==> src/rtl/demux4_tdm.sv <==
// demux4_tdm: 4-slot TDM frame demultiplexer with atomic shadow update; optional err_cnt via DEMUX4_TDM_ERR_CNT_EN
module demux4_tdm #(
    parameter int W = 8
) (
    input  logic           clk,
    input  logic           rst_n,
    input  logic           in_valid,
    input  logic           in_sof,
    input  logic [W-1:0]   in_data,
    output logic [4*W-1:0] y,
    output logic           y_valid,
    output logic [1:0]     s,
`ifdef DEMUX4_TDM_ERR_CNT_EN
    output logic [7:0]     err_cnt,
`endif
    output logic           slot_err
);
    typedef enum logic {HUNT, COLLECT} state_t;
    state_t state_q, state_d;
    logic [1:0] s_q, s_d;
    logic [W-1:0] sh0_q, sh0_d, sh1_q, sh1_d, sh2_q, sh2_d;
    logic [4*W-1:0] y_q, y_d;
    logic y_valid_q, y_valid_d, slot_err_q, slot_err_d;
    always_comb begin
        state_d = state_q;
        s_d = s_q;
        sh0_d = sh0_q;
        sh1_d = sh1_q;
        sh2_d = sh2_q;
        y_d = y_q;
        y_valid_d = 1'b0;
        slot_err_d = 1'b0;
        if (in_valid && in_sof) begin
            slot_err_d = state_q == COLLECT;
            sh0_d = in_data;
            s_d = 2'd1;
            state_d = COLLECT;
        end else if (in_valid && state_q == COLLECT) begin
            sh1_d = s_q == 2'd1 ? in_data : sh1_q;
            sh2_d = s_q == 2'd2 ? in_data : sh2_q;
            // slot index wraps 3 -> 0 as the frame completes
            s_d = s_q + 2'd1;
            if (s_q == 2'd3) begin
                y_d = {in_data, sh2_q, sh1_q, sh0_q};
                y_valid_d = 1'b1;
                state_d = HUNT;
            end
        end
    end
    always_ff @(posedge clk) begin
        if (!rst_n) begin
            state_q <= HUNT;
            s_q <= '0;
            sh0_q <= '0;
            sh1_q <= '0;
            sh2_q <= '0;
            y_q <= '0;
            y_valid_q <= 1'b0;
            slot_err_q <= 1'b0;
        end else begin
            state_q <= state_d;
            s_q <= s_d;
            sh0_q <= sh0_d;
            sh1_q <= sh1_d;
            sh2_q <= sh2_d;
            y_q <= y_d;
            y_valid_q <= y_valid_d;
            slot_err_q <= slot_err_d;
        end
    end
    assign y = y_q;
    assign y_valid = y_valid_q;
    assign s = s_q;
    assign slot_err = slot_err_q;
`ifdef DEMUX4_TDM_ERR_CNT_EN
    logic [7:0] err_cnt_q, err_cnt_d;
    always_comb err_cnt_d = err_cnt_q + 8'(slot_err_d && err_cnt_q != 8'hff);
    always_ff @(posedge clk) begin
        if (!rst_n) err_cnt_q <= '0;
        else err_cnt_q <= err_cnt_d;
    end
    assign err_cnt = err_cnt_q;
`endif
endmodule

==> config.mk <==
export PLATFORM = sky130hd
export DESIGN_NAME = demux4_tdm
export DESIGN_NICKNAME = d
export VERILOG_FILES = /design/src/rtl/demux4_tdm.sv
export SDC_FILE = /design/constraint.sdc
export NUM_CORES = 1
export LEC_CHECK = 0
export BUFFER_PORTS_ARGS = -buffer_cell sky130_fd_sc_hd__buf_2
export CORE_MARGIN = 3
export CORE_UTILIZATION = 55
export CTS_CLUSTER_SIZE = 24
export DETAILED_ROUTE_END_ITERATION = 16
export GPL_TIMING_DRIVEN = 0
export PLACE_DENSITY = 0.87
export RECOVER_POWER = 50
export SETUP_SLACK_MARGIN = 0.15
export SLEW_MARGIN = 20
export SYNTH_ARGS = -nofsm -noshare
export SYNTH_HDL_FRONTEND = slang
export SYNTH_SLANG_ARGS = --single-unit
==> constraint.sdc <==
create_clock -name clk -period 2.8 [get_ports clk]
set_input_delay 0.28 -clock clk [delete_from_list [all_inputs] [get_ports clk]]
set_output_delay 0.28 -clock clk [all_outputs]
set_load 0.05 [all_outputs]
# == Yosys cells after proc, flatten, opt, wreduce, memory -nomap -nowiden ==
# Index checks and enable logic that the tools add are counted.
# totals
reg_bits,61
in_bits,12
# classes
addsub,1
eq_ne,3
mux,6
n_bitwise,3
n_reduce_logical,11
# ops
op,n
$reduce_and A3 Y1,3
$mux W1,6
$eq A2 B2 Y1 const B,2
$reduce_and A2 Y1,2
$reduce_bool A2 Y1,2
$not A1 Y1,3
$reduce_or A3 Y1,1
$add A2 B1 Y2 const B,1
$eq A2 B1 Y1 const B,1
$logic_and A1 B1 Y1,2
$reduce_or A2 Y1,1

# == Longest topological paths before layout ==
# Gate-level depths: netlist of run 1.
# logic_depth
depth_word,4
depth_mapped,5
mapped_depth_nobuf,4

# == Worst setup path before layout of run 1 ==
# Ideal clock, no wire load.
# synth_path
path_type,reg2reg
start,"register s_q[0], in the netlist s[0]"
end,"register y_q[10], in the netlist y[10]"
setup_ns,0.072
arrival_time_ns,1.571
path_slack_ns,1.157
path_stages_with_launch,6
path_buffers,2
period_less_slack_ns,1.643
path_cell_list,dfxtp_1 > ha_1 > and4b_1 > buf_6 > buf_8 > mux2i_1
# synth_via
elab_chain_cells,2
# synth_rtl
element,line_no,rtl
from (decl),20,"logic [1:0] s_q, s_d;"
from (signal assigned),53,s_q <= '0;
from (signal assigned),62,s_q <= s_d;
$eq A2 B2 Y1,43,if (s_q == 2'd3) begin
$reduce_and A3 Y1 (no line),n/a,
to (signal assigned),66,y_q <= y_d;
to (decl),22,"logic [4*W-1:0] y_q, y_d;"
# No other way between the ends.
# A chain may end at the register's enable or synchronous reset.

# == Final worst setup path of run 1 ==
# layout_path
start,"register s_q[0], in the netlist s[0]"
end,"register y_q[7], in the netlist y[7]"
# Same word-level chain as after synthesis.

==> results by stage, run 1 <==
Placement:
- The half-perimeter wire length after placement is 3.59 mm.
- The worst-case setup slack after placement is 1.40 ns.
- Routability-driven placement finished with a final weighted congestion of just under 0.9.
- The count of buffers added on input and output ports is 45.

Timing:
- The clock tree skew after final layout is 0.00514 ns.
- In the finished design, the share of the clock period the worst path needs comes to 0.608.
- The count of endpoints failing hold in the final timing report came to 0.
- The setup TNS is 0 ns.
- In this run the tightest slew margin relative to its limit is 0.597.
- The achievable frequency is approximately 0.59 GHz.
- Setup repair after global routing left no endpoint under its margin.
- The time the final worst path needs with I/O delays and setup is 1.70 ns.
- The number of max-slew violations in the final report is 0.
- The number of setup violations in the final report is 0.
- For the pin with the worst max-slew slack, the measured transition is 0.607 ns.
- The final worst setup slack is 1.10 ns.

Clock tree:
- Gates resized during post-CTS repair numbered 0.
- Clock-pin slew was measured on the worst setup and hold paths at 0.06 ns.
- TritonCTS built the clock tree.
- The level count of the clock H-tree is 3.
- The clock sink count is 61.
- Clock latency on the worst-skew pair, taken at its later pin, is 0.34 ns.
- The number of buffers inserted by post-CTS setup repair is 0.
- The number of hold buffers added after CTS was 0.
- The number of clock buffers inserted by TritonCTS is 9.
- The clock passes through at most 2 buffers.
- The clock root buffer is sky130_fd_sc_hd__clkbuf_8.

Synthesis:
- The most common cell in the netlist is sky130_fd_sc_hd__nand2_1.
- The commonest register cell after synthesis is sky130_fd_sc_hd__dfxtp_1.
- The commonest cells after synthesis are sky130_fd_sc_hd__nand2_1, sky130_fd_sc_hd__dfxtp_1, sky130_fd_sc_hd__mux2i_1, sky130_fd_sc_hd__a21bo_1, sky130_fd_sc_hd__a21oi_1.
- The top-area cell type share of the netlist area is 0.511.
- The synthesized area divided by synthesized cell count is around 10 um^2.
- Of all flip-flops after synthesis, the portion carrying an async set or reset was 0.
- After technology mapping, the gate count stands at between 200 and 250.
- The largest total area in the synthesized netlist belongs to sky130_fd_sc_hd__dfxtp_1.
- The share of the Yosys chip area taken by registers is 0.511.
- The distinct cell type count after synthesis is 21.
- The number of enable flip-flop cells after synthesis is 0.
- Synthesis inferred between 60 and 70 register bits.
- The post-synthesis net count is 251.
- The cell area that synthesis handed to floorplanning was 2390 um^2.
- During synthesis, Yosys emitted a total of 0 warnings.
- By area the synthesized netlist is led by sky130_fd_sc_hd__dfxtp_1, sky130_fd_sc_hd__mux2i_1, sky130_fd_sc_hd__nand2_1.

Detailed routing:
- The remaining antenna violation count after routing is 0.
- The vias after detailed routing is 1,806.
- The number of optimization iterations in the first detailed-route pass is 4.
- Dividing the detail-routed wire length by the instance count gives 14.3 um.
- The DRC violation count after routing is 0.
- The average via count per standard cell is ~5.2.
- Summed over all layers, the routed wires come to between 4 and 5 mm.
- In this run, the number of DRC markers left after iteration 0 of detailed routing was 91.

Global route:
- The overall overflow remaining after global route is 0.
- The first global-routing pass estimated 8.22 mm of wire.
- The maximum number of pins on one net before global-route repair is 11.
- Across every metal layer, demand over resource in global routing totals 0.209.
- The number of global-route vias before repair is 1,749.
- The number of antenna violations at the first check in global routing is 0.

Floorplanning:
- Measured along the y axis, the die boundary spans between 70 and 80 um.
- In this run the standard cell core region covers 4090 um^2.
- The die covers 5170 um^2.
- The number of top-level pins is 48.
- Row generation in the floorplan step produced 23 rows.
- From left edge to right edge, the die measures 71.9 um.
- For this configuration, the core starts out at a cell density of 0.585.

Setup path:
- The largest individual stage delay along the critical path comes from the cell sky130_fd_sc_hd__dfxtp_1.
- The worst flop-to-flop path startpoint is s[0].
- The launch point of the critical path is s[0].
- At the worst endpoint, the arrival time is 1.96 ns.
- The destination of the worst register-to-register timing path is y[7].
- The minimum setup slack among reg-to-reg paths is 1.10 ns.
- For the worst flop-to-flop path, the logic depth is 5.
- The critical path goes through ha_1 -> and4b_1 -> clkbuf_1 -> buf_8 -> mux2i_1.
- The worst setup path is launched from a register.
- The data required time of the critical path is 3.06 ns.
- The maximum cell stage delay along the critical path is 0.41 ns.
- The type of destination of the critical path is a register.
- The end point of the critical path is y[7].
- In this run the worst path has a maximum fanout of 10.
- The kind of critical path is reg2reg.

Finish:
- Compared with the post-synthesis result, the final layout area differs by 17.3%.
- The antenna cell count is 0.
- The number of nets in the finished design is 307.
- The fraction of layout instances using a drive strength above 1 is 0.111.
- The filler cell count is 337.

Pwr:
- The leakage power summed over all cells is 0.00113 uW.
- The power density over cell area is 594 nW/um^2.
- IR analysis of the VDD net gives a maximum drop of 349 uV.

Min path:
- The startpoint identified for the worst hold timing path is in_data[1].
- The path class of the tightest hold or removal check is in2reg.

Run:
- Across the run, the number of max-cap violations was 0.

Run status:
- The run finished with clean final reports.
==> metal layers <==
metal,global-route usage,part of all wire,vias to the layer above
met3,0.0637,0.059,11
met1,0.260,0.46,842
met5,0,0,-
li1,-,-,902
met4,0.104,0.019,0
met2,0.330,0.47,51
==> where the power goes <==
group	total (uW)	internal (uW)	switching [uW]	leakage (uW)
Combinational	81.2	27.2	54.1	0.000540
Clock	701	388	313	0.0000926
Sequential	883	877	6.77	0.000493
Total	1670	1290	374	0.00113
==> worst min path at each step <==
stage,to,slack (ns),cells past startpoint
2_1_floorplan,sh0_q[0],0.43,2
3_3_place_gp,y[12],0.44,2
3_5_place_dp,y[16],0.44,2
4_1_cts,sh0_q[1],0.20,3
5_1_grt,sh0_q[1],0.21,3
6_report,sh0_q[1],0.22,3
==> cells in the final DEF, fill, tap and decap left out <==
cell	instances
sky130_fd_sc_hd__nand2_1	66
sky130_fd_sc_hd__a21oi_1	9
sky130_fd_sc_hd__and2_1	1
sky130_fd_sc_hd__clkinv_2	1
sky130_fd_sc_hd__o32ai_1	1
sky130_fd_sc_hd__nand3b_1	1
sky130_fd_sc_hd__o21a_1	1
sky130_fd_sc_hd__and4b_1	1
sky130_fd_sc_hd__buf_6	1
sky130_fd_sc_hd__nand4b_1	3
sky130_fd_sc_hd__a21bo_1	9
sky130_fd_sc_hd__nand3_1	8
sky130_fd_sc_hd__buf_8	3
sky130_fd_sc_hd__clkbuf_8	12
sky130_fd_sc_hd__dfxtp_1	61
sky130_fd_sc_hd__o211a_1	1
sky130_fd_sc_hd__ha_1	3
sky130_fd_sc_hd__and4_1	1
sky130_fd_sc_hd__inv_1	3
sky130_fd_sc_hd__mux2i_1	48
sky130_fd_sc_hd__clkbuf_1	46
sky130_fd_sc_hd__buf_2	15
sky130_fd_sc_hd__buf_4	1
==> final cells by class <==
type | count | area [um^2] | share of cell area
sequential | 61 | 1220 | 0.436
multi-input combinational | 153 | 1030 | 0.366
timing repair buffer | 45 | 181 | 0.0647
clock buffer | 14 | 173 | 0.0616
buffer | 19 | 123 | 0.0438
tap | 50 | 62.6 | 0.0223
inverter | 3 | 11.3 | 0.00402
clock inverter | 1 | 5.00 | 0.00179
==> critical path, delay by kind of cell (launching register included) <==
kind / cells / cell delay [ns]
buffers and inverters: 2 / 0.63
adders and majority gates: 1 / 0.20
and+or+nand+nor: 1 / 0.18
muxes: 1 / 0.21
DFF: 1 / 0.41
==> per-stage QoR <==
stage / util / hold WS [ns] / power, uW / area, um^2 / cells
floorplan: - / 0.427 / 955 / 2390 / 236
global placement: 0.655 / 0.439 / 981 / 2680 / 331
detailed placement: 0.655 / 0.444 / 984 / 2680 / 331
CTS: 0.698 / 0.200 / 1680 / 2850 / 346
global route: 0.686 / 0.215 / 1720 / 2800 / 346
finish: 0.686 / 0.216 / 1670 / 2800 / 346
==> cell families (layout without fill, tap and decap cells) <==
group	count (synthesis)	in the layout	synth area share
fa+ha+maj	3	3	0.0157
simple gates	81	81	0.145
buf+inv	22	82	0.0592
compound gates	21	21	0.0676
flops	61	61	0.511
mux	48	48	0.201
==> state kept, by name, indices dropped and copies added (netlist names) <==
register	count
s	2
sh0_q	8
sh1_q	8
sh2_q	8
slot_err	1
state_q	1
y	32
y_valid	1
No activity file was read; power rests on OpenSTA's default activity.
==> run 2: changes to the inputs <==
--- a/config.mk
+++ b/config.mk
@@ -7,11 +7,11 @@
 export LEC_CHECK = 0
 export BUFFER_PORTS_ARGS = -buffer_cell sky130_fd_sc_hd__buf_2
 export CORE_MARGIN = 3
-export CORE_UTILIZATION = 55
+export CORE_UTILIZATION = 48
 export CTS_CLUSTER_SIZE = 24
 export DETAILED_ROUTE_END_ITERATION = 16
 export GPL_TIMING_DRIVEN = 0
-export PLACE_DENSITY = 0.87
+export PLACE_DENSITY = 0.81
 export RECOVER_POWER = 50
 export SETUP_SLACK_MARGIN = 0.15
 export SLEW_MARGIN = 20
==> constraint.sdc (replaced) <==
create_clock -name clk -period 1.5 [get_ports clk]
set_input_delay 0.15 -clock clk [delete_from_list [all_inputs] [get_ports clk]]
set_output_delay 0.15 -clock clk [all_outputs]
set_load 0.05 [all_outputs]
==> run 2 against run 1 <==
Against the previous run:
- sequential share of layout area fell by 2.7 points
- total power rose by 98%
- flip-flop and latch count did not move
- routed wire length rose by 8.4%
- die area rose by 13%
- global-route usage fell by 2.9 points
- first-iteration DRC count rose by 48%
- critical endpoint is now s[1]
- final cell count rose by 6.9%
- combinational power rose by 92%
==> results by stage, run 2 (synthesized netlist as in run 1, its figures left out) <==
Run status:
- The run finished with clean final reports.

Pwr:
- Of the total power, registers draw 0.500.
- Dividing total power by cell area gives a power density of 1090 nW/um^2.
- The combinational share of power is 0.047.
- The worst supply voltage drop on vdd is 635 uV.
- The share of total power dissipated in the clock network is 0.453.
- Internal power comes to 2550 uW.
- In this run the static leakage power is 0.00119 uW.
- Of the total power, the share spent switching nets is 0.227.
- The total net switching power is ~750 uW.

Finish:
- The flip-flop count of the largest register, all copies and words added is 32.
- The multi-input combinational cells in the finished layout cover a total of 1040 um^2.
- The number of nets in the finished design is about 310.
- The fraction of layout instances using a drive strength above 1 is 0.145.
- The top cell types in the final layout, fill and taps aside, are sky130_fd_sc_hd__nand2_1, sky130_fd_sc_hd__dfxtp_1, sky130_fd_sc_hd__mux2i_1.
- The utilization of the core after routing is 0.633.
- The antenna cell count is 0.
- The register area is around 1200 um^2.
- The layout has approximately 420 filler cells.
- Relative to the synthesized area, the layout overhead comes to 26.0%.
- The commonest non-fill, non-tap cell in the layout is sky130_fd_sc_hd__nand2_1.

Timing:
- Timing would allow up to approximately 0.74 GHz.
- The number of max-slew violations in the final report is 0.
- The worst pin sits at a relative slew slack of 0.586.
- Setup repair after global routing could not meet its margin everywhere.
- Adding up every negative setup slack in the final design gives 0 ns.
- Setup violations remaining at the end of the flow were counted as 0.
- The period utilization is 0.903.
- The transition at the pin with the smallest max-transition slack is 0.624 ns.
- The time the final worst path needs with I/O delays and setup is 1.35 ns.
- The count of endpoints failing hold in the final timing report is 0.
- The clock tree skew after final layout is 0.00629 ns.

Placement:
- The congestion estimate from routability-driven global placement came to 0.767.
- The half-perimeter wire length after placement is around 3.6 mm.
- The count of buffers from port buffering is 45.

Floorplanning:
- The area of the die is 5860 um^2.
- After floorplanning, the core was divided into 25 placement rows.
- The starting density of the core is 0.502.
- The number of top-level pins is 48.
- The width of the die is 76.5 um.
- The core region area is 4750 um^2.
- The die height is 76.5 um.

Clock tree:
- TritonCTS created 9 clock buffers.
- The clock passes through at most 2 buffers.
- After clock tree synthesis, the clock-pin slew on the worst setup and hold paths is 0.06 ns.
- The clock tree from TritonCTS is done.
- The clock sink count is 61.
- Buffers inserted to repair hold after CTS numbered 0.
- The clock root buffer is sky130_fd_sc_hd__clkbuf_8.
- The worst-skew pair later-pin latency is 0.34 ns.
- The level count of the clock H-tree is 3.

Global route:
- The first-pass GRT wire length is ~8.1 mm.
- The overall overflow remaining after global route is 0.
- The number of global-route vias before repair is 1,699.
- For this run, the total global-route usage over all layers was measured as 0.181.
- The number of antenna violations at the first check in global routing was 0.
- Entering global routing, the biggest net connects 11 pins.

Detailed routing:
- The vias after detailed routing is about 1,800.
- The DRC violation count after routing is 0.
- The mean routed wirelength per cell is 14.5 um.
- The total detailed-routing wirelength is 5.35 mm.
- The average via count per standard cell is roughly 5.0.
- The remaining antenna violation count after routing is 0.
- The detailed router's first-iteration violation count is 135.
- The number of optimization iterations in the first detailed-route pass is 4.

Setup path:
- The maximum cell stage delay along the critical path is 0.49 ns.
- The kind of critical path is reg2out.
- The worst flop-to-flop path startpoint is s[1].
- In this run the number of cells on the critical path is 1.
- Together, buffers and inverters on the worst path number 1.
- In this run the critical register-to-register path is captured at y[29].
- The minimum setup slack among reg-to-reg paths is around 0.16 ns.
- The worst-path maximum fanout is 5.
- The largest delay contributor family on the critical path is buffers and inverters.
- The signal on the critical path passes through clkbuf_1.
- The slowest cell on the critical path is sky130_fd_sc_hd__clkbuf_1.
- The worst register-to-register path has a depth of 5.
- The element type at the critical path start is a register.
- At the worst endpoint, the arrival time is 1.20 ns.
- Data on the critical path is required at its endpoint by around 1.4 ns.
- The type of destination of the critical path is a primary output.

Min path:
- The worst hold path begins at in_data[5].
- The tightest min-delay check is of the in2reg type.
- The worst hold path terminates at sh0_q[5].
- Along the worst hold path, the cell count comes to 3.

Run:
- Across the run, the number of max-cap violations was 0.
[run 2: metrics by stage]
| step | hold slack (ns) | instance area, um^2 | setup slack, ns | std cells | total power (uW) |
|---|---|---|---|---|---|
| 6_report | 0.0878 | 3010 | 0.146 | 370 | 3290 |
| 4_1_cts | 0.0669 | 2910 | 0.162 | 364 | 3310 |
| 3_3_place_gp | 0.427 | 2710 | 0.201 | 348 | 1830 |
| 5_1_grt | 0.0821 | 3010 | 0.0864 | 370 | 3400 |
| 2_1_floorplan | 0.297 | 2400 | 0.170 | 236 | 1780 |
| 3_5_place_dp | 0.434 | 2710 | 0.170 | 348 | 1830 |
[run 2: what timing repair did]
item / 4_1_cts / 5_1_grt
gates resized for setup: 0 / 8
setup endpoints to repair: 0 / 30
setup buffers: 0 / 2
[run 2: cell type report]
type                    count  area share
repair buffers             51      0.0981
clock buffers              12      0.0520
clock inverters             4      0.0150
inverters                   3     0.00374
plain buffers              19      0.0495
flip-flops and latches     61       0.408
well taps                  67      0.0279
multi-input cells         153       0.346
[run 2: worst max path at each step]
stage,startpoint,endpoint,slack [ns]
floorplan,s[0],y[10],0.17
global placement,s[0],y[6],0.20
detailed placement,s[0],y[6],0.17
CTS,s[0],y[6],0.16
global route,s[0],y[29],0.09
finish,s[1],s[1],0.15
[run 2: power groups by stage]
stage / combinational (uW) / clock, uW / sequential [uW]
floorplan: 91.4 / 0 / 1690
global placement: 150 / 0 / 1680
detailed placement: 151 / 0 / 1680
CTS: 153 / 1510 / 1650
global route: 173 / 1580 / 1650
finish: 156 / 1490 / 1650
[run 2: metal layers]
metal | routed length [um] | GRT usage
met1 | 2440 | 0.222
met5 | 0 | 0
met3 | 343 | 0.0780
met2 | 2470 | 0.273
met4 | 104 | 0.0815
